<file path="config.mk">
export PLATFORM = sky130hd
export DESIGN_NAME = serial_addsub
export DESIGN_NICKNAME = d
export VERILOG_FILES = /design/src/rtl/serial_addsub.sv
export SDC_FILE = /design/constraint.sdc
export NUM_CORES = 1
export LEC_CHECK = 0
export ABC_AREA = 1
export CAP_MARGIN = 20
export CORE_ASPECT_RATIO = 1.2
export CORE_MARGIN = 4
export CORE_UTILIZATION = 40
export CTS_CLUSTER_DIAMETER = 200
export DETAILED_ROUTE_END_ITERATION = 7
export GPL_ROUTABILITY_DRIVEN = 1
export PLACE_DENSITY = 0.6
export SYNTH_ARGS = -nofsm -noshare
export SYNTH_HDL_FRONTEND = slang
export SYNTH_SLANG_ARGS = --single-unit
</file>
<file path="constraint.sdc">
create_clock -name clk -period 1.85 [get_ports clk]
set_input_delay 0.4625 -clock clk [delete_from_list [all_inputs] [get_ports clk]]
set_output_delay 0.4625 -clock clk [all_outputs]
set_load 0.1 [all_outputs]
</file>
<file path="src/rtl/serial_addsub.sv">
// serial_addsub: digit-serial adder/subtractor.
// A DIGIT-bit adder slice is reused over WIDTH/DIGIT cycles, least
// significant digit first. Subtraction is a + ~b + ~cin, so carry=1
// in subtract mode means "no borrow".
//
// Handshake: start is accepted only in IDLE (ignored while busy or done);
// busy is high for exactly WIDTH/DIGIT cycles while digits are processed;
// done is a single-cycle pulse in the cycle after the last digit edge, and
// sum/carry/overflow hold from done until the next accepted start.
module serial_addsub #(
    parameter int WIDTH = 8,
    parameter int DIGIT = 1
) (
    input  logic             clk,
    input  logic             rst,
    input  logic             start,
    input  logic             mode,
    input  logic [WIDTH-1:0] a,
    input  logic [WIDTH-1:0] b,
    input  logic             cin,
    output logic             busy,
    output logic             done,
    output logic [WIDTH-1:0] sum,
    output logic             carry,
    output logic             overflow
);

    localparam int DIGITS = WIDTH / DIGIT;
    localparam int CW     = (DIGITS > 1) ? $clog2(DIGITS) : 1;
    // Partial result holds only the digits already produced above the
    // current one; the current digit is merged in combinationally.
    localparam int RW     = (WIDTH > DIGIT) ? (WIDTH - DIGIT) : 1;

    typedef enum logic [1:0] {
        S_IDLE = 2'd0,
        S_RUN  = 2'd1,
        S_DONE = 2'd2
    } state_t;

    state_t state_q, state_d;

    logic [WIDTH-1:0] a_sr;
    logic [WIDTH-1:0] b_sr;
    logic [RW-1:0]    res_sr;
    logic [WIDTH-1:0] res_next;
    logic             cy_r;
    logic [CW-1:0]    cnt;

    logic [DIGIT:0]   dig_full;
    logic [DIGIT-1:0] dig_sum;
    logic             dig_cout;
    logic             msb_cin;
    logic             last_digit;

    // Digit slice: DIGIT-bit add of the low digits plus the running carry.
    always_comb begin
        dig_full = {1'b0, a_sr[DIGIT-1:0]} + {1'b0, b_sr[DIGIT-1:0]}
                 + {{DIGIT{1'b0}}, cy_r};
        dig_sum  = dig_full[DIGIT-1:0];
        dig_cout = dig_full[DIGIT];
        // Carry into the top bit of the digit recovered from s = a ^ b ^ c.
        msb_cin  = a_sr[DIGIT-1] ^ b_sr[DIGIT-1] ^ dig_sum[DIGIT-1];
        last_digit = (cnt == CW'(DIGITS - 1));
    end

    generate
        if (DIGIT == WIDTH) begin : g_single
            assign res_next = dig_sum;
        end else begin : g_multi
            assign res_next = {dig_sum, res_sr};
        end
    endgenerate

    // State register.
    always_ff @(posedge clk) begin
        if (rst) state_q <= S_IDLE;
        else     state_q <= state_d;
    end

    // Next-state logic.
    always_comb begin
        state_d = state_q;
        case (state_q)
            S_IDLE:  if (start) state_d = S_RUN;
            S_RUN:   if (last_digit) state_d = S_DONE;
            S_DONE:  state_d = S_IDLE;
            default: state_d = S_IDLE;
        endcase
    end

    // Handshake outputs decoded from the registered state.
    always_comb begin
        busy = (state_q == S_RUN);
        done = (state_q == S_DONE);
    end

    // Operand capture, digit shifting and final result capture.
    always_ff @(posedge clk) begin
        if (rst) begin
            a_sr     <= '0;
            b_sr     <= '0;
            res_sr   <= '0;
            cy_r     <= 1'b0;
            cnt      <= '0;
            sum      <= '0;
            carry    <= 1'b0;
            overflow <= 1'b0;
        end else begin
            case (state_q)
                S_IDLE: begin
                    if (start) begin
                        a_sr <= a;
                        b_sr <= mode ? ~b : b;
                        cy_r <= mode ? ~cin : cin;
                        cnt  <= '0;
                    end
                end
                S_RUN: begin
                    a_sr   <= a_sr >> DIGIT;
                    b_sr   <= b_sr >> DIGIT;
                    res_sr <= res_next[WIDTH-1 -: RW];
                    cy_r   <= dig_cout;
                    cnt    <= cnt + CW'(1);
                    if (last_digit) begin
                        sum      <= res_next;
                        carry    <= dig_cout;
                        overflow <= dig_cout ^ msb_cin;
                    end
                end
                default: ;
            endcase
        end
    end

endmodule
</file>
Word-level counts from Yosys, hierarchy flattened
Cells that the tools add are included.
{"block": "word_totals", "rom_bits": 0, "latchBits": 0, "memories": 0, "input_bits": 21, "reg_bits": 39, "ram_bits": 0}
{"block": "classes", "add_sub_neg": 3, "n_lt_le_gt_ge": 0, "multipliers": 0, "n_div": 0, "n_eq_ne": 5, "muxes": 13, "n_shift": 0, "bitwise": 5, "n_reduce_logical": 5}
{"op": "case mux 8 bit (2 select lines)", "count": 2}
{"op": "2-to-1 mux 8 bit", "count": 3}
{"op": "inverter 8 bit", "count": 1}
{"op": "case mux 3 bit (2 select lines)", "count": 1}
{"op": "AND reduction 2 bit", "count": 3}
{"op": "2-to-1 mux 2 bit", "count": 2}
{"op": "case mux 2 bit (2 select lines)", "count": 1}
{"op": "adder 3 x 1 -> 3 bit, second input constant", "count": 1}
{"op": "equality test 3 bit, second input constant", "count": 1}
{"op": "2-to-1 mux 3 bit", "count": 1}
{"op": "bitwise XOR 1 bit", "count": 3}
{"op": "adder 1 x 1 -> 2 bit", "count": 1}
{"op": "adder 2 x 1 -> 2 bit", "count": 1}
{"op": "equality test 2 x 1 -> 1 bit, second input constant", "count": 1}
{"op": "equality test 2 bit, second input constant", "count": 1}
{"op": "logical NOT 2 bit", "count": 1}
{"op": "2-to-1 mux 1 bit", "count": 2}
{"op": "inequality test 2 x 1 -> 1 bit, second input constant", "count": 1}
{"op": "inequality test 2 bit, second input constant", "count": 1}
{"op": "case mux 1 bit (2 select lines)", "count": 1}
{"op": "nonzero test 2 bit", "count": 1}
{"op": "inverter 1 bit", "count": 1}

Logic depth before layout (Yosys ltp)
Gate-level depths: netlist of run 1.
{"block": "depth", "depth_word": 4, "mapped_depth": 8, "depth_no_buf": 8}

Least setup slack after synthesis of run 1
Ideal clock, no wire load.
{"block": "synth_path", "path_type": "register to output", "startpoint": "register state_q[1]", "endpoint": "output done", "arrival_ps": 1730, "slack_ps": -343, "path_stages_with_launch": 3, "required_time_ps": 1387, "n_path_buf": 0, "path_cell_list": "dfxtp_1 -> inv_2 -> nor2_1"}
{"block": "synth_via", "elab_chain_len": 1}
{"element": "start: declaration", "line_no": "40", "rtl": "state_t state_q, state_d;"}
{"element": "start signal: assignment", "line_no": "77", "rtl": "else state_q <= state_d;"}
{"element": "equality test 2 bit", "line_no": "94", "rtl": "done = (state_q == S_DONE);"}
{"element": "end: declaration", "line_no": "22", "rtl": "output logic done,"}
Every way passes these cells.

Worst setup path in the final report of run 1
{"block": "layout_path", "startpoint": "register state_q[0]", "endpoint": "output busy"}
{"block": "layout_via", "elab_chain_len": 1}
{"element": "equality test 2 x 1 -> 1 bit", "line_no": "93", "rtl": "busy = (state_q == S_RUN);"}
{"element": "end: declaration", "line_no": "21", "rtl": "output logic busy,"}
Every way passes these cells.

==> results of run 1 <==
==> worst min-delay path by stage <==
| stage | startpoint | endpoint | slack [ps] | cells after the start |
|---|---|---|---|---|
| 3_5_place_dp | cnt[0]$_SDFFE_PP0P_ | cnt[0]$_SDFFE_PP0P_ | 460 | 1 |
| 2_1_floorplan | cnt[0]$_SDFFE_PP0P_ | cnt[0]$_SDFFE_PP0P_ | 430 | 1 |
| 4_1_cts | cnt[0]$_SDFFE_PP0P_ | cnt[0]$_SDFFE_PP0P_ | 470 | 1 |
| 5_1_grt | cnt[0]$_SDFFE_PP0P_ | cnt[0]$_SDFFE_PP0P_ | 500 | 1 |
| 6_report | cnt[0]$_SDFFE_PP0P_ | cnt[0]$_SDFFE_PP0P_ | 470 | 1 |
| 3_3_place_gp | cnt[0]$_SDFFE_PP0P_ | cnt[0]$_SDFFE_PP0P_ | 450 | 1 |
==> cells in the mapped netlist <==
library cell  instances  area share, %
nand3_1              36            9.6
nand2_2               1           0.34
buf_2                 5            1.3
a21oi_1              11            2.9
fa_1                  1            1.1
xor2_1                1           0.47
nand2_1              75             15
nor2_4                2            1.2
ha_1                  2            1.3
nand2_4               2            1.2
and3_2                1           0.40
clkbuf_2              1           0.27
o21ai_0              12            3.2
buf_4                 3            1.2
inv_4                 1           0.34
buf_6                 3            1.8
o21ai_1               5            1.3
inv_1                33            6.6
dfxtp_1              39             42
o21ai_2               2           0.94
inv_2                 1           0.20
nor2_1               36            7.2
==> power groups by stage <==
| stage | clock, mW | combinational (mW) | sequential [mW] |
|---|---|---|---|
| global placement | 0 | 0.258 | 0.923 |
| CTS | 0.586 | 0.262 | 0.904 |
| global route | 0.617 | 0.294 | 0.910 |
| detailed placement | 0 | 0.260 | 0.923 |
| floorplan | 0 | 0.177 | 0.917 |
| finish | 0.561 | 0.259 | 0.904 |
==> area by class of cell <==
class                           instances  share of cell area (%)
Sequential cell                        39                   32.00
Timing Repair Buffer                   40                   20.51
Inverter                               35                   5.487
Clock inverter                          2                  0.5128
Multi-Input combinational cell        187                   35.64
Clock buffer                            6                   2.974
Tap cell                               56                   2.872
==> metal layers <==
layer | global-route usage, % | wire, um
met4 | 5.749 | 68
met2 | 24.62 | 1898
met1 | 18.15 | 1951
met5 | 0 | 0
met3 | 4.348 | 162
==> state kept, by name, indices dropped and copies added, names as in the netlist <==
name      count
state_q       2
res_sr        7
overflow      1
sum           8
cy_r          1
carry         1
b_sr          8
a_sr          8
cnt           3
==> metrics by stage <==
stage                     std cells  hold WS [ps]
after global routing            365         503.6
after detailed placement        357         459.5
after CTS                       365         468.6
final                           365         474.3
after floorplan                 273         428.3
after global placement          357         454.7
==> cell families (layout without fill, tap and decap cells) <==
family,Yosys count,count (layout)
compound gates,30,30
xor+xnor,1,1
simple gates,153,153
buf+inv,47,83
fa+ha+maj,3,3
flops,39,39
==> reports/metrics.cfg, run 1 <==
[worst_setup_path]
regToRegSetupSlack_ps = 390
cp_max_fo = 10
critPathBufInv = 2
cp.depth = 3
crit_type = register to primary output
required_ps = 1390
worstSetupEndpoint = busy
worstPathCellList = nand2_4 -> inv_4 -> buf_12
worstReg2RegStart = a_sr[0]$_SDFFE_PP0P_
crit_start = state_q[0]$_SDFFE_PP0P_
cp-end-kind = primary output
start_kind = register
critPathTopFamily = flip-flops
crit_slowest_cell = dfxtp_1
critical_path_arrival_ps = 1240
rr_endpoint = overflow$_SDFFE_PP0P_
reg2reg_depth = 8
max_stage_delay_ps = 540

[routing]
avgViaCountPerCell = 4.603
routedWlPerCell_um = 11.18
drc_errors = 0
ant_nets = 0
drt_first_iter_violations = 74
routed_wl_um = 4082
num_vias = 1680
dr.pass1.iters = 4

[grt]
grt_pass1_vias = 1656
grt_max_degree = 31
grt_antenna_before_repair = 0
grt_util_all_layers_pct = 14.95
grt_remaining_overflow = 0
grt_pass1_wl_um = 7182

[min_path]
hp-class = register to register

[sta]
timing.slew.headroom_pct = 73.71
fin_ws_ps = 142.8
min_period_ps = 1707
tightest_slew_ps = 392.9
worst_clock_skew_ps = 7.983
tns_ps = 0
setup_viol = 0
finalCritPeriodShare_pct = 92.28
rsz0062_at_grt = no
slew_viol_final = 0
finalHoldViolCount = 0
fmax_ghz = 0.5858

[floorplanning]
fp.dieArea_um2 = 5832
die_y_um = 82.86
start_util_pct = 42.54
die_w_um = 70.39
coreArea_um2 = 4392
io_pins = 33
rows = 26

[job]
cap_violations = 0

[finish]
regArea_um2 = 780.7
multi_input_area_um2 = 869.6
synthToLayoutAreaGrowth_pct = 30.61
layout_commonest_cell = nand2_1
fin_nets = 332
drive_gt1_share_pct = 12.30
nFillCells = 426
antenna_cells = 0
final_cell_mix = nand2_1, dfxtp_1, nand3_1
fin_util_pct = 55.56
design_area_um2 = 2440

[synthesis]
syn-instance-count = 273
ys_seq_area_share_pct = 41.80
synth_mux_area_share_pct = 0
yosys.area_share.adder_pct = 2.411
ys_ff_latch = 39
synth_compound_area_share_pct = 8.439
synthSimpleGateAreaFrac_pct = 35.10
yosysWarnings = 0
synth_cell_type_count = 22
synth_area_um2 = 1868
synth-xor-area-share_pct = 0.4689
syn-num-nets = 297
synth_top_family_by_area = simple AND/OR/NAND/NOR gates
avgSynthCellArea_um2 = 6.843

[cts]
cts_tree = built
cts_setup_buffers = 0
worstSkewPairLatency_ps = 290
cts_resized = 0
htreeDepth = 2
cts_buffer_depth = 2
cts_buffers = 5
clk_pin_slew_worst_paths_ps = 70
cts_sinks = 39
root_buffer = clkbuf_8
cts_hold_buf = 0

[pwr]
leakagePower_nw = 1.187
powerDensity_nw_per_um2 = 706.6
finalPower_mw = 1.724
pwr-share-clk_pct = 32.5
p_int_mw = 1.255
power_frac_comb_pct = 15.0
switchingPower_mw = 0.4695
seqPwrFrac_pct = 52.5
switching_share_pct = 27.23
vdd_drop_max_uv = 439.1

[placement]
dp_hpwl_um = 2828
placedInstanceArea_um2 = 2355
port_buffers = 32
dpl_worst_slack_ps = 175.6
gp_congestion = 0.8049

[run_status]
status = finished clean

(Power assumes the default switching activity.)
==> run 2, diff against run 1 <==
Settings changed: SKIP_LAST_GASP set to 1.
==> results of run 2 <==
Same layout as run 1: the final DEF is identical, and so are final timing and power.
